**config.mk**
```make
export PLATFORM = sky130hd
export DESIGN_NAME = alu_arbiter
export DESIGN_NICKNAME = d
export VERILOG_FILES = /design/src/rtl/alu_arb_pkg.sv /design/src/rtl/alu_arbiter_rr_arb2.sv /design/src/rtl/alu_arbiter.sv
export SDC_FILE = /design/constraint.sdc
export NUM_CORES = 1
export LEC_CHECK = 0
export ABC_AREA = 1
export CORE_AREA = 5 5 108 110
export DETAILED_ROUTE_END_ITERATION = 7
export DIE_AREA = 0 0 113 115
export DONT_BUFFER_PORTS = 1
export REMOVE_ABC_BUFFERS = 1
export SLEW_MARGIN = 25
export SYNTH_ARGS = -nofsm -noshare
export SYNTH_HDL_FRONTEND = slang
export SYNTH_SLANG_ARGS = --single-unit
```
**constraint.sdc**
```tcl
create_clock -name clk -period 3.7 [get_ports clk]
set_clock_uncertainty 0.1 [all_clocks]
set_input_delay 0.37 -clock clk [delete_from_list [all_inputs] [get_ports clk]]
set_output_delay 0.37 -clock clk [all_outputs]
set_load 0.005 [all_outputs]
```
**src/rtl/alu_arb_pkg.sv**
```systemverilog
// -----------------------------------------------------------------------------
// alu_arb_pkg
// Shared types for the two-requester ALU arbiter:
//   alu_op_t    - 2-bit ALU opcode (ADD, SUB, AND, ORR)
//   flags_t     - packed {n,z,c,v} condition flags
//   rsp_state_t - response buffer state (EMPTY / FULL)
//   NREQ        - number of requesters sharing the ALU
// -----------------------------------------------------------------------------
package alu_arb_pkg;

    localparam int NREQ = 2;

    typedef enum logic [1:0] {
        ALU_ADD = 2'b00,
        ALU_SUB = 2'b01,
        ALU_AND = 2'b10,
        ALU_ORR = 2'b11
    } alu_op_t;

    typedef struct packed {
        logic n;
        logic z;
        logic c;
        logic v;
    } flags_t;

    typedef enum logic {
        RSP_EMPTY = 1'b0,
        RSP_FULL  = 1'b1
    } rsp_state_t;

endpackage

```
**src/rtl/alu_arbiter_rr_arb2.sv**
```systemverilog
// -----------------------------------------------------------------------------
// rr_arb2
// Two-input round-robin grant. The pointer names the requester favoured when
// both request; it moves to the other requester only on an advance pulse
// (an accepted grant), never on idle cycles.
// Ports:
//   clk, reset  - clock, synchronous active-high reset (pointer -> 0)
//   req_i       - request vector, bit i = requester i valid
//   advance_i   - the current grant was accepted this cycle
//   grant_o     - index of the granted requester (0 when nobody requests)
//   ptr_o       - current round-robin pointer
// -----------------------------------------------------------------------------
module rr_arb2
    import alu_arb_pkg::*;
(
    input  logic            clk,
    input  logic            reset,
    input  logic [NREQ-1:0] req_i,
    input  logic            advance_i,
    output logic            grant_o,
    output logic            ptr_o
);

    logic ptr_q;
    logic ptr_d;

    always_comb begin
        grant_o = 1'b0;
        if (req_i[0] && req_i[1]) begin
            grant_o = ptr_q;
        end else if (req_i[1]) begin
            grant_o = 1'b1;
        end
    end

    always_comb begin
        ptr_d = ptr_q;
        if (advance_i) begin
            ptr_d = ~grant_o;
        end
    end

    always_ff @(posedge clk) begin
        if (reset) begin
            ptr_q <= 1'b0;
        end else begin
            ptr_q <= ptr_d;
        end
    end

    assign ptr_o = ptr_q;

endmodule

```
**src/rtl/alu_arbiter.sv**
```systemverilog
// -----------------------------------------------------------------------------
// alu_arbiter
// Shares one external combinational ALU between two requesters with a
// round-robin grant, a one-entry registered response buffer and the
// architectural NZCV flags register.
//
// Handshakes: a transfer happens on a rising edge where valid and ready are
// both high. Requesters hold valid and payload stable while valid && !ready,
// and valid never depends on ready. The response side follows the same rule
// with rsp_valid / rsp_ready.
//
// Ports:
//   clk, reset                 - clock, synchronous active-high reset
//   reqN_valid/ready           - requester N handshake (N = 0, 1)
//   reqN_a/b/op/sf             - requester N operands, opcode, set-flags
//   alu_a/alu_b/alu_op         - operands/opcode driven to the shared ALU
//   alu_result/alu_flags       - ALU result and {N,Z,C,V}
//   rsp_valid/ready            - response handshake
//   rsp_id/result/flags        - owner, result and flags of buffered response
//   nzcv                       - architectural flags register
//   dbg_state_o                - response buffer state (1 = FULL)
//   dbg_rr_ptr_o               - round-robin pointer
// Optional (macro ALU_ARB_STATS_EN):
//   grant0_cnt, grant1_cnt     - saturating per-requester accept counters
// -----------------------------------------------------------------------------
module alu_arbiter
    import alu_arb_pkg::*;
#(
    parameter int WIDTH = 32,
    parameter int CNT_W = 16
) (
    input  logic             clk,
    input  logic             reset,
    input  logic             req0_valid,
    output logic             req0_ready,
    input  logic [WIDTH-1:0] req0_a,
    input  logic [WIDTH-1:0] req0_b,
    input  logic [1:0]       req0_op,
    input  logic             req0_sf,
    input  logic             req1_valid,
    output logic             req1_ready,
    input  logic [WIDTH-1:0] req1_a,
    input  logic [WIDTH-1:0] req1_b,
    input  logic [1:0]       req1_op,
    input  logic             req1_sf,
    output logic [WIDTH-1:0] alu_a,
    output logic [WIDTH-1:0] alu_b,
    output logic [1:0]       alu_op,
    input  logic [WIDTH-1:0] alu_result,
    input  logic [3:0]       alu_flags,
    output logic             rsp_valid,
    input  logic             rsp_ready,
    output logic             rsp_id,
    output logic [WIDTH-1:0] rsp_result,
    output logic [3:0]       rsp_flags,
    output logic [3:0]       nzcv,
    output logic             dbg_state_o,
    output logic             dbg_rr_ptr_o
`ifdef ALU_ARB_STATS_EN
    ,
    output logic [CNT_W-1:0] grant0_cnt,
    output logic [CNT_W-1:0] grant1_cnt
`endif
);

    if (CNT_W < 1) begin : g_cnt_w_check
        $error("CNT_W must be at least 1");
    end

    rsp_state_t       state_q, state_d;
    logic [WIDTH-1:0] result_q, result_d;
    flags_t           flags_q, flags_d;
    logic             id_q, id_d;
    flags_t           nzcv_q, nzcv_d;

    logic [NREQ-1:0] req_vec;
    logic            grant;
    logic            rr_ptr;
    logic            can_accept;
    logic            accept;
    logic            grant_sf;
    alu_op_t         op_sel;

    assign req_vec = {req1_valid, req0_valid};

    rr_arb2 u_arb (
        .clk       (clk),
        .reset     (reset),
        .req_i     (req_vec),
        .advance_i (accept),
        .grant_o   (grant),
        .ptr_o     (rr_ptr)
    );

    // A full buffer can still accept when its occupant leaves this same
    // cycle, which is what gives back-to-back throughput.
    assign can_accept = (state_q == RSP_EMPTY) || rsp_ready;
    assign accept     = can_accept && (|req_vec);

    assign req0_ready = can_accept && (grant == 1'b0);
    assign req1_ready = can_accept && (grant == 1'b1);

    // With no valid request the grant defaults to 0, so requester 0's fields
    // reach the ALU; the result is simply not captured.
    assign op_sel   = grant ? alu_op_t'(req1_op) : alu_op_t'(req0_op);
    assign alu_a    = grant ? req1_a : req0_a;
    assign alu_b    = grant ? req1_b : req0_b;
    assign alu_op   = op_sel;
    assign grant_sf = grant ? req1_sf : req0_sf;

    always_comb begin
        state_d  = state_q;
        result_d = result_q;
        flags_d  = flags_q;
        id_d     = id_q;
        nzcv_d   = nzcv_q;
        if (accept) begin
            state_d  = RSP_FULL;
            result_d = alu_result;
            flags_d  = flags_t'(alu_flags);
            id_d     = grant;
            if (grant_sf) begin
                nzcv_d = flags_t'(alu_flags);
            end
        end else if ((state_q == RSP_FULL) && rsp_ready) begin
            state_d = RSP_EMPTY;
        end
    end

    always_ff @(posedge clk) begin
        if (reset) begin
            state_q  <= RSP_EMPTY;
            result_q <= '0;
            flags_q  <= '0;
            id_q     <= 1'b0;
            nzcv_q   <= '0;
        end else begin
            state_q  <= state_d;
            result_q <= result_d;
            flags_q  <= flags_d;
            id_q     <= id_d;
            nzcv_q   <= nzcv_d;
        end
    end

    assign rsp_valid    = (state_q == RSP_FULL);
    assign rsp_id       = id_q;
    assign rsp_result   = result_q;
    assign rsp_flags    = flags_q;
    assign nzcv         = nzcv_q;
    assign dbg_state_o  = (state_q == RSP_FULL);
    assign dbg_rr_ptr_o = rr_ptr;

`ifdef ALU_ARB_STATS_EN
    logic [CNT_W-1:0] cnt0_q, cnt0_d;
    logic [CNT_W-1:0] cnt1_q, cnt1_d;

    always_comb begin
        cnt0_d = cnt0_q;
        cnt1_d = cnt1_q;
        if (accept && (grant == 1'b0) && (cnt0_q != '1)) begin
            cnt0_d = cnt0_q + 1'b1;
        end
        if (accept && (grant == 1'b1) && (cnt1_q != '1)) begin
            cnt1_d = cnt1_q + 1'b1;
        end
    end

    always_ff @(posedge clk) begin
        if (reset) begin
            cnt0_q <= '0;
            cnt1_q <= '0;
        end else begin
            cnt0_q <= cnt0_d;
            cnt1_q <= cnt1_d;
        end
    end

    assign grant0_cnt = cnt0_q;
    assign grant1_cnt = cnt1_q;
`endif

endmodule

```
* Yosys cells after proc, flatten, opt, wreduce, memory -nomap -nowiden
Index checks and enable logic that the tools add are counted.
** Word-level totals
- Register bits :: 43
- Output and inout bits :: 112
- Word-level logic and storage cells :: 31
** Cells by class
- Muxes and demuxes :: 8
- Bitwise gates (word level) :: 2
- Reduce and logical (&&, ||, !) cells :: 9
** Operator list (number)
- 32-bit two-way mux :: 2
- 1-bit logical AND :: 5
- 1-bit two-way mux :: 5
- 2-bit two-way mux :: 1
- 1-bit inverter :: 2
- 2-bit AND reduction :: 1
- 2-bit nonzero test :: 1
- 2-bit OR reduction :: 1
- 1-bit logical OR :: 1

* Depth between registers and ports, before layout
Gate-level depths: netlist of the first run.
- Depth in word-level cells :: 4
- Depth in mapped cells :: 8

* Hierarchy
From an unflattened synthesis of the first run, not the netlist that was laid out.
** Second synthesis, totals
- Cell total of the unflattened synthesis :: 422
- Area, all modules :: 2427.3 µm²
** Modules (own cells, without submodules)
- alu_arbiter :: instances 1, cells an instance 413, area each 2372.3 µm², seq. area each 840.8 µm²
- rr_arb2 :: instances 1, cells an instance 9, area each 55.1 µm², seq. area each 20.0 µm²

* Worst setup path after synthesis of the first run
No wires, ideal clock.
- Path type :: reg-to-output
- From :: register u_arb.ptr_q, in the netlist u_arb.ptr_o
- To :: output port alu_a[23]
- Arrival :: 1.108 ns
- Data required time :: 3.230 ns
- Path slack :: 2.122 ns
- Cell stages (with the launch flop) :: 9
- Path buffers :: 2
- Cells stage by stage :: dfxtp_1 > inv_1 > nand2_1 > nand2_1 > inv_2 > buf_4 > buf_2 > nand2_1 > nand2_1
** Between the ends
- Word-level cells in the longest chain between the ends :: 2
** Ends and longest elaborated chain
- start, declared :: line alu_arbiter_rr_arb2.sv:24 : logic ptr_q;
- start signal, assigned :: line alu_arbiter_rr_arb2.sv:47 : ptr_q <= ptr_d;
- 1-bit two-way mux :: line alu_arbiter_rr_arb2.sv:29 : if (req_i[0] && req_i[1]) begin
- 32-bit two-way mux :: line alu_arbiter.sv:106 : assign alu_a = grant ? req1_a : req0_a;
- end, declared :: line alu_arbiter.sv:46 : output logic [WIDTH-1:0] alu_a,
Every way passes these cells.

* Final worst setup path of the first run
- From :: register u_arb.ptr_q, in the netlist u_arb.ptr_o
- To :: output port alu_b[15]
** Between the ends
- Word-level cells in the longest chain between the ends :: 2
** Ends and longest elaborated chain
- 1-bit two-way mux :: line alu_arbiter_rr_arb2.sv:29
- 32-bit two-way mux :: line alu_arbiter.sv:107 : assign alu_b = grant ? req1_b : req0_b;
- end, declared :: line alu_arbiter.sv:47 : output logic [WIDTH-1:0] alu_b,
Every way passes these cells.

==> results of run 1 <==
worst reg2reg max path: stages (launching register included):
cell	delay, ns
dfxtp_1	0.36
inv_1	0.06
nor2_1	0.07
nor2_4	0.67
nand2_1	0.11
nor2_1	0.23
nor2_1	0.07
nor2_1	0.09
through the flow:
stage                     cell area, sq um  util (%)
final                                 2526     23.83
after global routing                  2526     23.83
after CTS                             2526     23.83
after detailed placement              2439     23.00
after global placement                2439     23.00
after floorplan                       2235         -
layout make-up:
class	count	area (sq um)
fillers	1199	8077
multi-input cells	342	1354
flip-flops and latches	43	860.8
well taps	140	175.2
clock buffers	6	82.58
inverters	7	26.28
repair buffers	3	22.52
clock inverters	1	5.005
layer usage:
| layer | share of wire (%) | vias up | GRT usage (%) |
|---|---|---|---|
| li1 | - | 1233 | - |
| met1 | 37 | 1132 | 15.07 |
| met2 | 46 | 187 | 20.46 |
| met3 | 15 | 14 | 6.684 |
| met4 | 2.0 | 2 | 4.167 |
| met5 | 0.074 | - | 0 |
registers in the layout, indices dropped and copies added (netlist names):
| register | cells |
|---|---|
| rsp_result | 32 |
| nzcv | 4 |
| rsp_flags | 4 |
| dbg_state_o | 1 |
| rsp_id | 1 |
| u_arb.ptr_o | 1 |
logic make-up after synthesis:
logic type,after synthesis,share of synthesized area (%)
DFF,43,36.50
buffers and inverters,33,6.365
AOI/OAI and AO/OA,37,7.958
and+or+nand+nor,305,49.18
worst min-delay path by stage:
| stage | slack, ns | startpoint | endpoint | depth (start not counted) |
|---|---|---|---|---|
| floorplan | 0.34 | reset | dbg_state_o | 1 |
| global placement | 0.34 | reset | rsp_id | 1 |
| detailed placement | 0.34 | reset | dbg_state_o | 1 |
| CTS | 0.02 | reset | rsp_id | 1 |
| global route | 0.01 | reset | rsp_id | 1 |
| finish | 0.03 | reset | dbg_state_o | 1 |
power by group:
part	internal, W	switching [W]	total (W)
clock	0.000146	0.000153	0.000299
combinational	0.0000663	0.000161	0.000227
sequential	0.000504	0.0000350	0.000539
total	0.000717	0.000348	0.00107
cell usage in the layout, fill, tap and decap left out:
cell type | synthesis | routed
nand2_1 | 213 | 212
nor2_1 | 85 | 85
dfxtp_1 | 43 | 43
o21ai_1 | 31 | 30
inv_1 | 6 | 6
clkbuf_8 | 0 | 6
nor3_1 | 4 | 4
a21oi_1 | 3 | 3
buf_4 | 2 | 3
nand3_1 | 2 | 2
o21ai_0 | 2 | 2
nand2_2 | 0 | 1
inv_2 | 1 | 1
o21ai_2 | 0 | 1
nor2_4 | 1 | 1
a211oi_1 | 1 | 1
clkinv_2 | 0 | 1
synthesized netlist by cell type:
cell,number,area share [%]
a211oi_1,1,0.32
a21oi_1,3,0.64
buf_2,15,3.2
buf_4,2,0.64
clkbuf_1,9,1.4
dfxtp_1,43,36
inv_1,6,0.95
inv_2,1,0.16
nand2_1,213,34
nand3_1,2,0.42
nor2_1,85,14
nor2_4,1,0.48
nor3_1,4,0.85
o21ai_0,2,0.42
o21ai_1,31,6.6
==> results.json, run 1 <==
{
  "status": "complete, no violations",
  "vdd_drop_max_mv": 0.3249,
  "die_area_sq_mm": 0.01300,
  "dp_cells": 535,
  "globalRouteTotalUtil_pct": 12.87,
  "crit_top_cell": "nand2_1",
  "power.density_mw_per_mm2": 421.6,
  "drive_gt1_share_pct": 3.483,
  "avgSynthCellArea_sq_um": 5.642,
  "finalSetupViolations": 0,
  "worst_path_largest_cell_delay_ns": 0.43,
  "cp_cell_sequence": "inv_1, nand2_1, nand2_2, inv_2, buf_4, nand2_1, nand2_1",
  "endpoint": "alu_b[15]",
  "holdBufCountCts": 0,
  "max_slew_margin_pct": 33.20,
  "hold_class": "primary input to register",
  "clkTransAtPathRegs_ns": 0.08,
  "hpwl_um": 7862,
  "fin_ws_ns": 1.327,
  "first_pass_iters": 4,
  "num_rows": 38,
  "globalplace.congestion": 1.041,
  "rsz0062_at_grt": "no",
  "clk_path_buf_depth": 2,
  "synth-seq-cells": 43,
  "worst_pin_slew_ns": 1.001,
  "vias": 2568,
  "drc": 0,
  "path_buf_inv": 3,
  "whs_ns": 0.03442,
  "crit_fanout": 44,
  "numCtsBuffers": 5,
  "startpoint_type": "register",
  "antenna_cells": 0,
  "nets": 577,
  "fin_crit_sh_pct": 64.13,
  "drt_iter0_markers": 153,
  "r2r-start": "dbg_state_o",
  "clk_root_buffer_cell": "clkbuf_8",
  "die_h_um": 115,
  "start_util_pct": 22.24,
  "path_delay_family": "buffers and inverters",
  "yosysWarnings": 0,
  "ys_seq_area_share_pct": 36.50,
  "maxSlewViolCount": 0,
  "critical_path_arrival_ns": 1.90,
  "port-buffer-count": 0,
  "core_sq_mm": 0.01060,
  "grt_pass1_wl_um": 13230,
  "cts_setup_buffers": 0,
  "hold_viol": 0,
  "grt_pass1_vias": 2385,
  "wl_per_cell_um": 17.46,
  "power_w": 0.001065,
  "ys_types": 15,
  "grt_max_degree": 69,
  "cp_num_cells": 7,
  "fin_cells": 542,
  "worstSetupPathType": "register to output port",
  "period_needed_ns": 2.373,
  "clk-insertion-delay-late_ns": 0.29,
  "worst-r2r-setup-slack_ns": 1.87,
  "ioPinCount": 287,
  "syn_area_sq_mm": 0.002359,
  "finalSetupTns_ns": 0,
  "pre_cts_slack_ns": 1.623,
  "critPathRequiredTime_ns": 3.23,
  "via_per_inst": 4.738,
  "cts_tree": "done",
  "clock_sinks": 43,
  "max_freq_mhz": 421.4,
  "area_delta_synth_final_pct": 7.109,
  "netlist_instances": 418,
  "r2r_end": "nzcv[1]",
  "r2r_cells": 7,
  "antenna_found_initial": 1,
  "die_width_um": 113,
  "max_cap_violations": 0,
  "h-tree-depth": 2,
  "cts_resized": 0,
  "leakage_nw": 1.301,
  "ant_nets": 0,
  "end_kind": "output port",
  "routed_wl_um": 9466,
  "grt-ovfl-total": 0,
  "worstSetupStartpoint": "u_arb.ptr_o",
  "cp_slowest_cell": "buf_4"
}
No activity file was read; power rests on OpenSTA's default activity.
==> run 2, diff against run 1 <==
Clock period 3.7 ns to 1.9 ns, I/O delays scaled along.
==> run 2 against run 1 <==
Against the previous run: non-clock buffer count increased by 41; worst hold slack got worse by 0.020 ns; via count increased by 10%; critical endpoint is now alu_b[24]; highest routed layer unchanged.
==> results.json, run 2 (same netlist as run 1, synthesis figures left out) <==
{
  "status": "complete, no violations",
  "largest_register_ffs": 32,
  "period_needed_ns": 1.774,
  "die_area_sq_mm": 0.01300,
  "fill_cells": 1136,
  "post_dp_cell_area_sq_mm": 0.002499,
  "max_freq_mhz": 563.8,
  "grt-ovfl-total": 0,
  "pre_cts_slack_ns": 0.1338,
  "leakage_nw": 1.518,
  "h-tree-depth": 2,
  "core_sq_mm": 0.01060,
  "hpwl_um": 8159,
  "max_cap_violations": 0,
  "clk_root_buffer_cell": "clkbuf_8",
  "hold_class": "primary input to register",
  "maxSlewViolCount": 0,
  "critical_path_arrival_ns": 1.48,
  "busiest_layer": "met2",
  "drt_iter0_markers": 186,
  "worstSetupPathType": "register to output port",
  "design_area_sq_mm": 0.003053,
  "fin_ws_ns": 0.1262,
  "clk-insertion-delay-late_ns": 0.29,
  "first_pass_iters": 5,
  "final_common_cell": "nand2_1",
  "ant_nets": 0,
  "worst_pin_slew_ns": 0.8447,
  "clkTransAtPathRegs_ns": 0.08,
  "fin_cells": 585,
  "port-buffer-count": 0,
  "die_width_um": 113,
  "clock_sinks": 43,
  "fin_crit_sh_pct": 93.36,
  "globalRouteTotalUtil_pct": 14.16,
  "vias": 2830,
  "drive_gt1_share_pct": 4.944,
  "start_util_pct": 22.24,
  "wl_per_cell_um": 18.65,
  "die_h_um": 115,
  "clk_path_buf_depth": 2,
  "final_cell_mix": "211 x nand2_1, 85 x nor2_1, 43 x dfxtp_1",
  "max_slew_margin_pct": 43.62,
  "rsz0062_at_grt": "no",
  "globalplace.congestion": 1.024,
  "end_kind": "output port",
  "grt_pass1_wl_um": 14520,
  "grt_max_degree": 57,
  "via_per_inst": 4.838,
  "whs_ns": 0.01404,
  "cts_tree": "done",
  "use_met3_pct": 5.684,
  "met2_usage_pct": 24.64,
  "power.density_mw_per_mm2": 743.2,
  "cts_setup_buffers": 0,
  "crit_fanout": 29,
  "ioPinCount": 287,
  "antenna_found_initial": 1,
  "finalSetupViolations": 0,
  "area_delta_synth_final_pct": 29.44,
  "hold_viol": 0,
  "critPathRequiredTime_ns": 1.61,
  "drc": 0,
  "startpoint_type": "register",
  "nets": 619,
  "num_rows": 38,
  "routed_wl_um": 10910,
  "antenna_cells": 0,
  "regArea_sq_um": 860.8,
  "dp_cells": 538,
  "multi_input_area_sq_mm": 0.001381,
  "vdd_drop_max_mv": 0.5707,
  "use_met1_pct": 16.27,
  "numCtsBuffers": 5,
  "grt_pass1_vias": 2678
}
[run 2: worst paths after layout]
kind	startpoint	slack, ns	cells after the start	to
max	u_arb.ptr_o	0.13	7	alu_b[24]
min	alu_flags[2]	0.01	2	rsp_flags[2]
max reg2reg	dbg_state_o	0.17	5	rsp_result[3]
min reg2reg	nzcv[0]	0.42	2	nzcv[0]
[run 2: cell type report]
cell class                 instances  area share, %
inverter                           7          1.025
clock inverter                     1         0.2459
timing repair buffer              44          16.39
tap                              140          5.738
sequential                        43          28.20
clock buffer                       7          3.156
multi-input combinational        343          45.25
[run 2: layer usage]
layer / share of wire (%) / up-vias
met1: 36 / 1266
met3: 13 / 21
met5: 0.064 / -
met2: 49 / 215
li1: - / 1326
met4: 1.6 / 2
[run 2: where the power goes]
| part | switching [W] | internal, W |
|---|---|---|
| combinational | 0.000360 | 0.000215 |
| clock | 0.000312 | 0.000331 |
| sequential | 0.0000699 | 0.000981 |
| total | 0.000742 | 0.00153 |
[run 2: what timing repair did]
item	CTS	global route
resized for setup	2	5
endpoints found under the setup margin	66	33
hold buffers	36	0
gates cloned	0	3
pin swaps	0	1
endpoints found under the hold margin	42	0
[run 2: critical path: stages, from the launching register on]
cell and delay (ns):
dfxtp_1 0.36, inv_1 0.10, nand2_4 0.11, nand2_8 0.12
inv_6 0.11, buf_12 0.16, nand2_1 0.07, nand2_1 0.14
[run 2: metrics by stage]
stage | utilization, % | setup TNS, ns | total power [W]
detailed placement | 23.57 | 0 | 0.001546
floorplan | - | -60.43 | 0.001386
global route | 28.79 | 0 | 0.002406
global placement | 23.57 | 0 | 0.001531
finish | 28.79 | 0 | 0.002269
CTS | 28.02 | 0 | 0.002255
